[src/rtl/stack_seq_pkg.sv]
// Shared opcode/state encodings for the stack op sequencer.
// Pure declarations: no latency, no flow control.
// Backpressure: not applicable.
package stack_seq_pkg;

    localparam int WIDTH_DEFAULT = 32;

    typedef enum logic [2:0] {
        OP_PUSHI = 3'd0,
        OP_POP   = 3'd1,
        OP_ADD   = 3'd2,
        OP_SUB   = 3'd3,
        OP_AND   = 3'd4,
        OP_OR    = 3'd5,
        OP_SLT   = 3'd6,
        OP_MUL   = 3'd7
    } op_e;

    typedef enum logic [2:0] {
        ST_IDLE  = 3'd0,
        ST_LATCH = 3'd1,
        ST_POP1  = 3'd2,
        ST_POP2  = 3'd3,
        ST_PUSH  = 3'd4
    } state_e;

    function automatic logic is_alu(input op_e op);
        return (op != OP_PUSHI) && (op != OP_POP);
    endfunction

endpackage

[src/rtl/stack_seq_alu.sv]
// Combinational binary ALU for the stack op sequencer; MUL exists only with STACK_OP_MUL_EN.
// Latency: 0 cycles (pure combinational).
// Backpressure: none; result follows inputs.
module stack_seq_alu
    import stack_seq_pkg::*;
#(
    parameter int WIDTH = WIDTH_DEFAULT
) (
    input  op_e              op,
    input  logic [WIDTH-1:0] a,
    input  logic [WIDTH-1:0] b,
    output logic [WIDTH-1:0] result
);

    always_comb begin
        result = '0;
        case (op)
            OP_ADD:  result = a + b;
            OP_SUB:  result = a - b;
            OP_AND:  result = a & b;
            OP_OR:   result = a | b;
            OP_SLT:  result = {{(WIDTH-1){1'b0}}, ($signed(a) < $signed(b))};
`ifdef STACK_OP_MUL_EN
            OP_MUL:  result = a * b;
`endif
            default: result = '0;
        endcase
    end

endmodule

[src/rtl/stack_op_sequencer.sv]
// Command-driven STACK initiator: PUSHI/POP/binary ALU ops, local occupancy tracking (MUL via STACK_OP_MUL_EN).
// Latency: PUSHI 1 cycle, POP 2 cycles, ALU 4 cycles from accept to res_valid; rejects pulse err after 1 cycle.
// Backpressure: cmd_ready is high only in IDLE; cmd_valid while busy is ignored.
module stack_op_sequencer
    import stack_seq_pkg::*;
#(
    parameter  int WIDTH = WIDTH_DEFAULT,
    parameter  int DEPTH = 8,
    localparam int DW    = $clog2(DEPTH + 1)
) (
    input  logic             clock,
    input  logic             reset,
    input  logic             cmd_valid,
    output logic             cmd_ready,
    input  logic [2:0]       cmd_op,
    input  logic [WIDTH-1:0] cmd_imm,
    output logic             stk_push,
    output logic             stk_pop,
    output logic [WIDTH-1:0] stk_data,
    input  logic [WIDTH-1:0] stk_top,
    input  logic [WIDTH-1:0] stk_next,
    output logic             res_valid,
    output logic [WIDTH-1:0] res_data,
    output logic             err,
    output logic [DW-1:0]    depth
);

    localparam logic [DW-1:0] DEPTH_MAX = DW'(DEPTH);

    state_e           state_q, state_d;
    op_e              op_q;
    op_e              cmd_op_e;
    logic [WIDTH-1:0] a_q, b_q;
    logic [WIDTH-1:0] res_q;
    logic [WIDTH-1:0] alu_res;
    logic [DW-1:0]    depth_q;
    logic             err_q;
    logic             accept;
    logic             reject;
    logic             op_illegal;

    assign cmd_op_e = op_e'(cmd_op);
    assign accept   = cmd_valid && (state_q == ST_IDLE);

`ifdef STACK_OP_MUL_EN
    assign op_illegal = 1'b0;
`else
    assign op_illegal = (cmd_op_e == OP_MUL);
`endif

    // Checks in priority order; a reject leaves the stack and depth untouched.
    always_comb begin
        reject = 1'b0;
        if (op_illegal)
            reject = 1'b1;
        else if (cmd_op_e == OP_PUSHI)
            reject = (depth_q == DEPTH_MAX);
        else if (cmd_op_e == OP_POP)
            reject = (depth_q == '0);
        else
            reject = (depth_q == '0) || (depth_q == DW'(1));
    end

    always_comb begin
        state_d = state_q;
        case (state_q)
            ST_IDLE:  if (accept && !reject)
                          state_d = (cmd_op_e == OP_PUSHI) ? ST_PUSH : ST_LATCH;
            ST_LATCH: state_d = ST_POP1;
            ST_POP1:  state_d = is_alu(op_q) ? ST_POP2 : ST_IDLE;
            ST_POP2:  state_d = ST_PUSH;
            ST_PUSH:  state_d = ST_IDLE;
            default:  state_d = ST_IDLE;
        endcase
    end

    stack_seq_alu #(.WIDTH(WIDTH)) u_alu (
        .op     (op_q),
        .a      (a_q),
        .b      (b_q),
        .result (alu_res)
    );

    // res_q doubles as the push payload, so res_data and stk_data agree on push cycles.
    always_ff @(posedge clock) begin
        if (reset) begin
            state_q <= ST_IDLE;
            op_q    <= OP_PUSHI;
            a_q     <= '0;
            b_q     <= '0;
            res_q   <= '0;
            depth_q <= '0;
            err_q   <= 1'b0;
        end else begin
            state_q <= state_d;
            err_q   <= accept && reject;
            if (accept && !reject) begin
                op_q <= cmd_op_e;
                if (cmd_op_e == OP_PUSHI)
                    res_q <= cmd_imm;
            end
            if (state_q == ST_LATCH) begin
                a_q <= stk_next;
                b_q <= stk_top;
                if (op_q == OP_POP)
                    res_q <= stk_top;
            end
            if (state_q == ST_POP2)
                res_q <= alu_res;
            if (state_q == ST_PUSH)
                depth_q <= depth_q + DW'(1);
            else if ((state_q == ST_POP1) || (state_q == ST_POP2))
                depth_q <= depth_q - DW'(1);
        end
    end

    assign cmd_ready = (state_q == ST_IDLE);
    assign stk_push  = (state_q == ST_PUSH);
    assign stk_pop   = (state_q == ST_POP1) || (state_q == ST_POP2);
    assign stk_data  = stk_push ? res_q : '0;
    assign res_valid = (state_q == ST_PUSH) || ((state_q == ST_POP1) && (op_q == OP_POP));
    assign res_data  = res_q;
    assign err       = err_q;
    assign depth     = depth_q;

endmodule
[config.mk]
export PLATFORM = sky130hd
export DESIGN_NAME = stack_op_sequencer
export DESIGN_NICKNAME = d
export VERILOG_FILES = /design/src/rtl/stack_seq_pkg.sv /design/src/rtl/stack_seq_alu.sv /design/src/rtl/stack_op_sequencer.sv
export SDC_FILE = /design/constraint.sdc
export NUM_CORES = 1
export LEC_CHECK = 0
export CORE_MARGIN = 5
export CORE_UTILIZATION = 35
export CTS_BUF_LIST = sky130_fd_sc_hd__clkbuf_16
export CTS_CLUSTER_SIZE = 10
export DETAILED_ROUTE_END_ITERATION = 10
export MAX_ROUTING_LAYER = met4
export PLACE_DENSITY_LB_ADDON = 0.08
export SYNTH_ARGS = -nofsm -noshare
export SYNTH_HDL_FRONTEND = slang
export SYNTH_SLANG_ARGS = --single-unit
[constraint.sdc]
create_clock -name clock -period 5.1 [get_ports clock]
set_input_delay 0.51 -clock clock [delete_from_list [all_inputs] [get_ports clock]]
set_output_delay 0.51 -clock clock [all_outputs]
set_load 0.1 [all_outputs]
* Word-level counts from Yosys, hierarchy flattened *
Cells that the tools add are included.

storage, ports and cells
  register bits after elaboration = 107
  input port bits = 102
  output and inout bits = 73

operators by class
  $add $sub $neg = 4
  magnitude comparators = 1
  equality and inequality tests = 16
  mux-type cells = 16
  bitwise gates (word level) = 2
  reductions and logical operators = 14

operator list
  cell                   number
  $mux W32               6
  $pmux W32 S5           1
  $add A32 B32 Y32       1
  $and A32 B32 Y32       1
  $lt A32 B32 Y1         1
  $or A32 B32 Y32        1
  $sub A32 B32 Y32       1
  $eq A3 B3 Y1 const B   5
  $eq A3 B2 Y1 const B   4
  $pmux W3 S4            1
  $eq A3 B1 Y1 const B   3
  $mux W4                2
  $logic_not A3 Y1       2
  $mux W3                2
  $logic_and A1 B1 Y1    5
  $add A4 B1 Y4 const B  1
  $eq A4 B1 Y1 const B   1
  $eq A4 B4 Y1 const B   1
  $logic_not A4 Y1       1
  $sub A4 B1 Y4 const B  1
  $logic_or A1 B1 Y1     3
  $mux W1                3
  $ne A3 B1 Y1 const B   1
  $reduce_bool A3 Y1     1
  4 further kinds        4

* Depth between registers and ports, before layout *
  word-level depth = 11
  gate-level depth with buffers = 12
  depth with buffers taken out = 12

* By module *
A second synthesis with hierarchy kept.

second synthesis, totals
  cells, all modules = 1249
  area total of the unflattened synthesis = 9545.4 sq um

by module, submodules not included
  module              times used  cells each  area an instance (sq um)  seq. area each (sq um)
  stack_seq_alu       1           744         5032.3                    0.0
  stack_op_sequencer  1           505         4513.1                    2142.1

* Worst setup path after synthesis *
Ideal clock, no wire load.

  path kind = register to output
  from = register state_q[1]
  to = output res_valid
  data arrival time = 3.321 ns
  path slack = 1.269 ns
  cell stages (with the launch flop) = 5
  path buffers = 1
  cells stage by stage = dfxtp_1 -> nor2b_1 -> clkbuf_1 -> nand3_1 -> a21oi_1

on the way
  word-level cells in the longest chain between the ends = 3

RTL lines
  element                   RTL line                   RTL
  start: declaration        stack_op_sequencer.sv:30   state_e state_q, state_d;
  start signal: assignment  stack_op_sequencer.sv:95   state_q <= state_d;
  $eq A3 B2 Y1              stack_op_sequencer.sv:121  assign res_valid = (state_q == ST_PUSH) || ((state_q == ST_POP1) && (op_q == OP_POP));
  $logic_and A1 B1 Y1       stack_op_sequencer.sv:121
  $logic_or A1 B1 Y1 (*)    stack_op_sequencer.sv:121
  end: declaration          stack_op_sequencer.sv:22   output logic res_valid,

Mark *: on every way between the ends. The rest lies on a longest branch, timed or not.

* Worst setup path in the final report *
Ends and elaborated chain as after synthesis.

==> results.sh <==
export IMPL_status="completed"
export IMPL_synthTopCellsByCount="216 x nand2_1, 146 x a21oi_1, 114 x ha_1"
export IMPL_post_cts_setup_buffers=0
export IMPL_finalSetupViolCount=0
export IMPL_place_area_um2=11360
export IMPL_gp_congestion=0.9265
export IMPL_drc=0
export IMPL_max_cap_violations=0
export IMPL_p_int_uw=1475
export IMPL_syn_inst=1286
export IMPL_holdWs_ns=0.4781
export IMPL_design_area_um2=11660
export IMPL_drtIter0Drc=474
export IMPL_period_share_pct=71.21
export IMPL_dieHeight_um=174.6
export IMPL_rsz0062_at_grt="no"
export IMPL_p_per_area_nw_per_um2=189.3
export IMPL_io_pins=175
export IMPL_synth_area_leaders="dfxtp_1 23%, ha_1 15%, nand2_1 8.6%"
export IMPL_post_drt_wl_per_cell_um=18.14
export IMPL_ys_warn_count=0
export IMPL_antenna_found_initial=0
export IMPL_slew_violations=0
export IMPL_nNetsFinal=1617
export IMPL_port_buffers=174
export IMPL_fillers=2814
export IMPL_core_um2=26800
export IMPL_netlist_area_um2=9480
export IMPL_clk_pin_slew_ns=0.09
export IMPL_leakage_uw=0.004678
export IMPL_max_freq_mhz=275.3
export IMPL_initial_core_util_pct=35.37
export IMPL_avgViaCountPerCell=5.313
export IMPL_finClkSkew_ns=0.01190
export IMPL_worst_pin_slew_ns=1.007
export IMPL_p_seq_share_pct=39.7
export IMPL_num_vias=9272
export IMPL_postRouteWirelength_um=31650
export IMPL_seq_area_frac_synth_pct=22.59
export IMPL_dieArea_um2=30480
export IMPL_yosysTopAreaCell="dfxtp_1"
export IMPL_hp_class="flip-flop to flip-flop"
export IMPL_postCtsHoldBufs=0
export IMPL_clkLatencyLatePin_ns=0.37
export IMPL_drive_gt1_share_pct=4.843
export IMPL_critPathKind="flip-flop to output port"
export IMPL_tritoncts="done"
export IMPL_maxSlewHeadroom_pct=32.81
export IMPL_crit_path_end_kind="output port"
export IMPL_report_power_total_uw=2208
export IMPL_multiInputGateArea_um2=6630
export IMPL_place_ws_ns=1.554
export IMPL_ys_ff_latch=107
export IMPL_cts_max_level=3
export IMPL_regArea_um2=2143
export IMPL_syn_nets=1504
export IMPL_grt_use_total_pct=20.94
export IMPL_gr_total_overflow=0
export IMPL_cp_start_kind="flip-flop"
export IMPL_peakVddDrop_mv=0.1634
export IMPL_synth_edf_count=0
export IMPL_grt_first_pass_wirelength_um=50310
export IMPL_synth_most_common_cell="nand2_1"
export IMPL_cp_max_fo=12
export IMPL_n_antenna_cell=0
export IMPL_hpwl_um=23790
export IMPL_fin_ws_ns=1.468
export IMPL_clockPowerShare_pct=34.6
export IMPL_synth_cell_types=82
export IMPL_ys_flop_type="dfxtp_1"
export IMPL_numCtsBuffers=9
export IMPL_p_sw_uw=733.0
export IMPL_synth_async_sr_flop_share_pct=0
export IMPL_synth_top_area_share_pct=22.59
export IMPL_fp_dieW_um=174.6
export IMPL_fin_crit_ns=3.632
export IMPL_ctsResizeCount=0
export IMPL_num_rows=60
export IMPL_setup_tns_ns=0
export IMPL_cts_buffer_depth=2
export IMPL_crit_arrival_ns=3.12
export IMPL_clock_sinks=107
export IMPL_required_ns=4.59
export IMPL_switching_share_pct=33.20
export IMPL_p_comb_share_pct=25.6
export IMPL_synth_area_per_cell_um2=7.372
export IMPL_hold_violations=0
export IMPL_syn2layout_area_growth_pct=22.99
export IMPL_grt_pass1_vias=8902
export IMPL_grt_max_degree=95
export IMPL_antenna_left=0
export IMPL_firstDrtPassIters=5
export IMPL_cts_root_buf="clkbuf_16"
power groups by stage:
| stage | Sequential [uW] | Combinational [uW] | Clock [uW] |
|---|---|---|---|
| after global routing | 881 | 617 | 812 |
| final | 877 | 566 | 765 |
| after detailed placement | 897 | 563 | 0 |
| after global placement | 896 | 566 | 0 |
| after CTS | 877 | 566 | 786 |
| after floorplan | 942 | 322 | 0 |
final timing paths:
path                            slack [ns]                       to                    start  cells past startpoint
worst max register to register        1.54  res_data[14]$_SDFF_PP0_  state_q[1]$_SDFFE_PP0P_                      7
worst min-delay path                  0.48     b_q[18]$_SDFFE_PP0N_     b_q[18]$_SDFFE_PP0N_                      2
worst max-delay path                  1.47                res_valid  state_q[1]$_SDFFE_PP0P_                      4
worst min register to register        0.48     b_q[18]$_SDFFE_PP0N_     b_q[18]$_SDFFE_PP0N_                      2
cell families (layout without fill, tap and decap cells):
logic type / Yosys count / in the layout / synth area share [%]
simple gates: 432 / 432 / 20.80
mux: 40 / 40 / 4.236
compound gates: 382 / 382 / 26.30
flops: 107 / 107 / 22.59
buf+inv: 177 / 295 / 7.641
fa+ha+maj: 116 / 116 / 15.47
xor+xnor: 32 / 32 / 2.956
registers in the layout (all words and copies together) (netlist names):
signal / cells
op_q: 3
a_q: 32
err: 1
b_q: 32
depth: 4
res_data: 32
state_q: 3
metrics by stage:
stage               cells  util [%]
finish               1745     43.51
global route         1745     43.51
CTS                  1745     43.51
detailed placement   1729     42.39
global placement     1729     42.39
floorplan            1286         -
critical path, stage by stage (launching register included):
cell             delay, ns
dfxtp_1               0.44
nor2b_1               0.76
nand3_1               0.16
a21oi_1               0.22
clkdlybuf4s50_1       1.16
final cells by class:
class                      count  share of cell area (%)
multi-input combinational   1002                   56.86
clock inverter                 7                  0.6331
clock buffer                   9                   1.932
inverter                      97                   3.123
timing repair buffer         182                   15.41
tap                          341                   3.659
sequential                   107                   18.38
routing by layer:
metal  track usage, %  wire [um]  part of all wire [%]  vias to the layer above
met1            29.84      16140                    51                     4352
met5                -          0                     0                        -
met2            32.40      14020                    44                      214
met4            3.830        336                   1.1                        0
li1                 -          -                     -                     4680
met3            2.445       1162                   3.7                       26
placed cells by master, fill, tap and decap left out, drive strengths merged, types with 24 or more instances in the layout:
master / count
a21oi: 150
and2: 35
clkdlybuf4s50: 173
dfxtp: 107
ha: 114
inv: 100
mux2i: 39
nand2: 218
nor2: 82
o211ai: 25
o21ai: 74
xnor2: 24
Power figures use the tool's default switching activity.
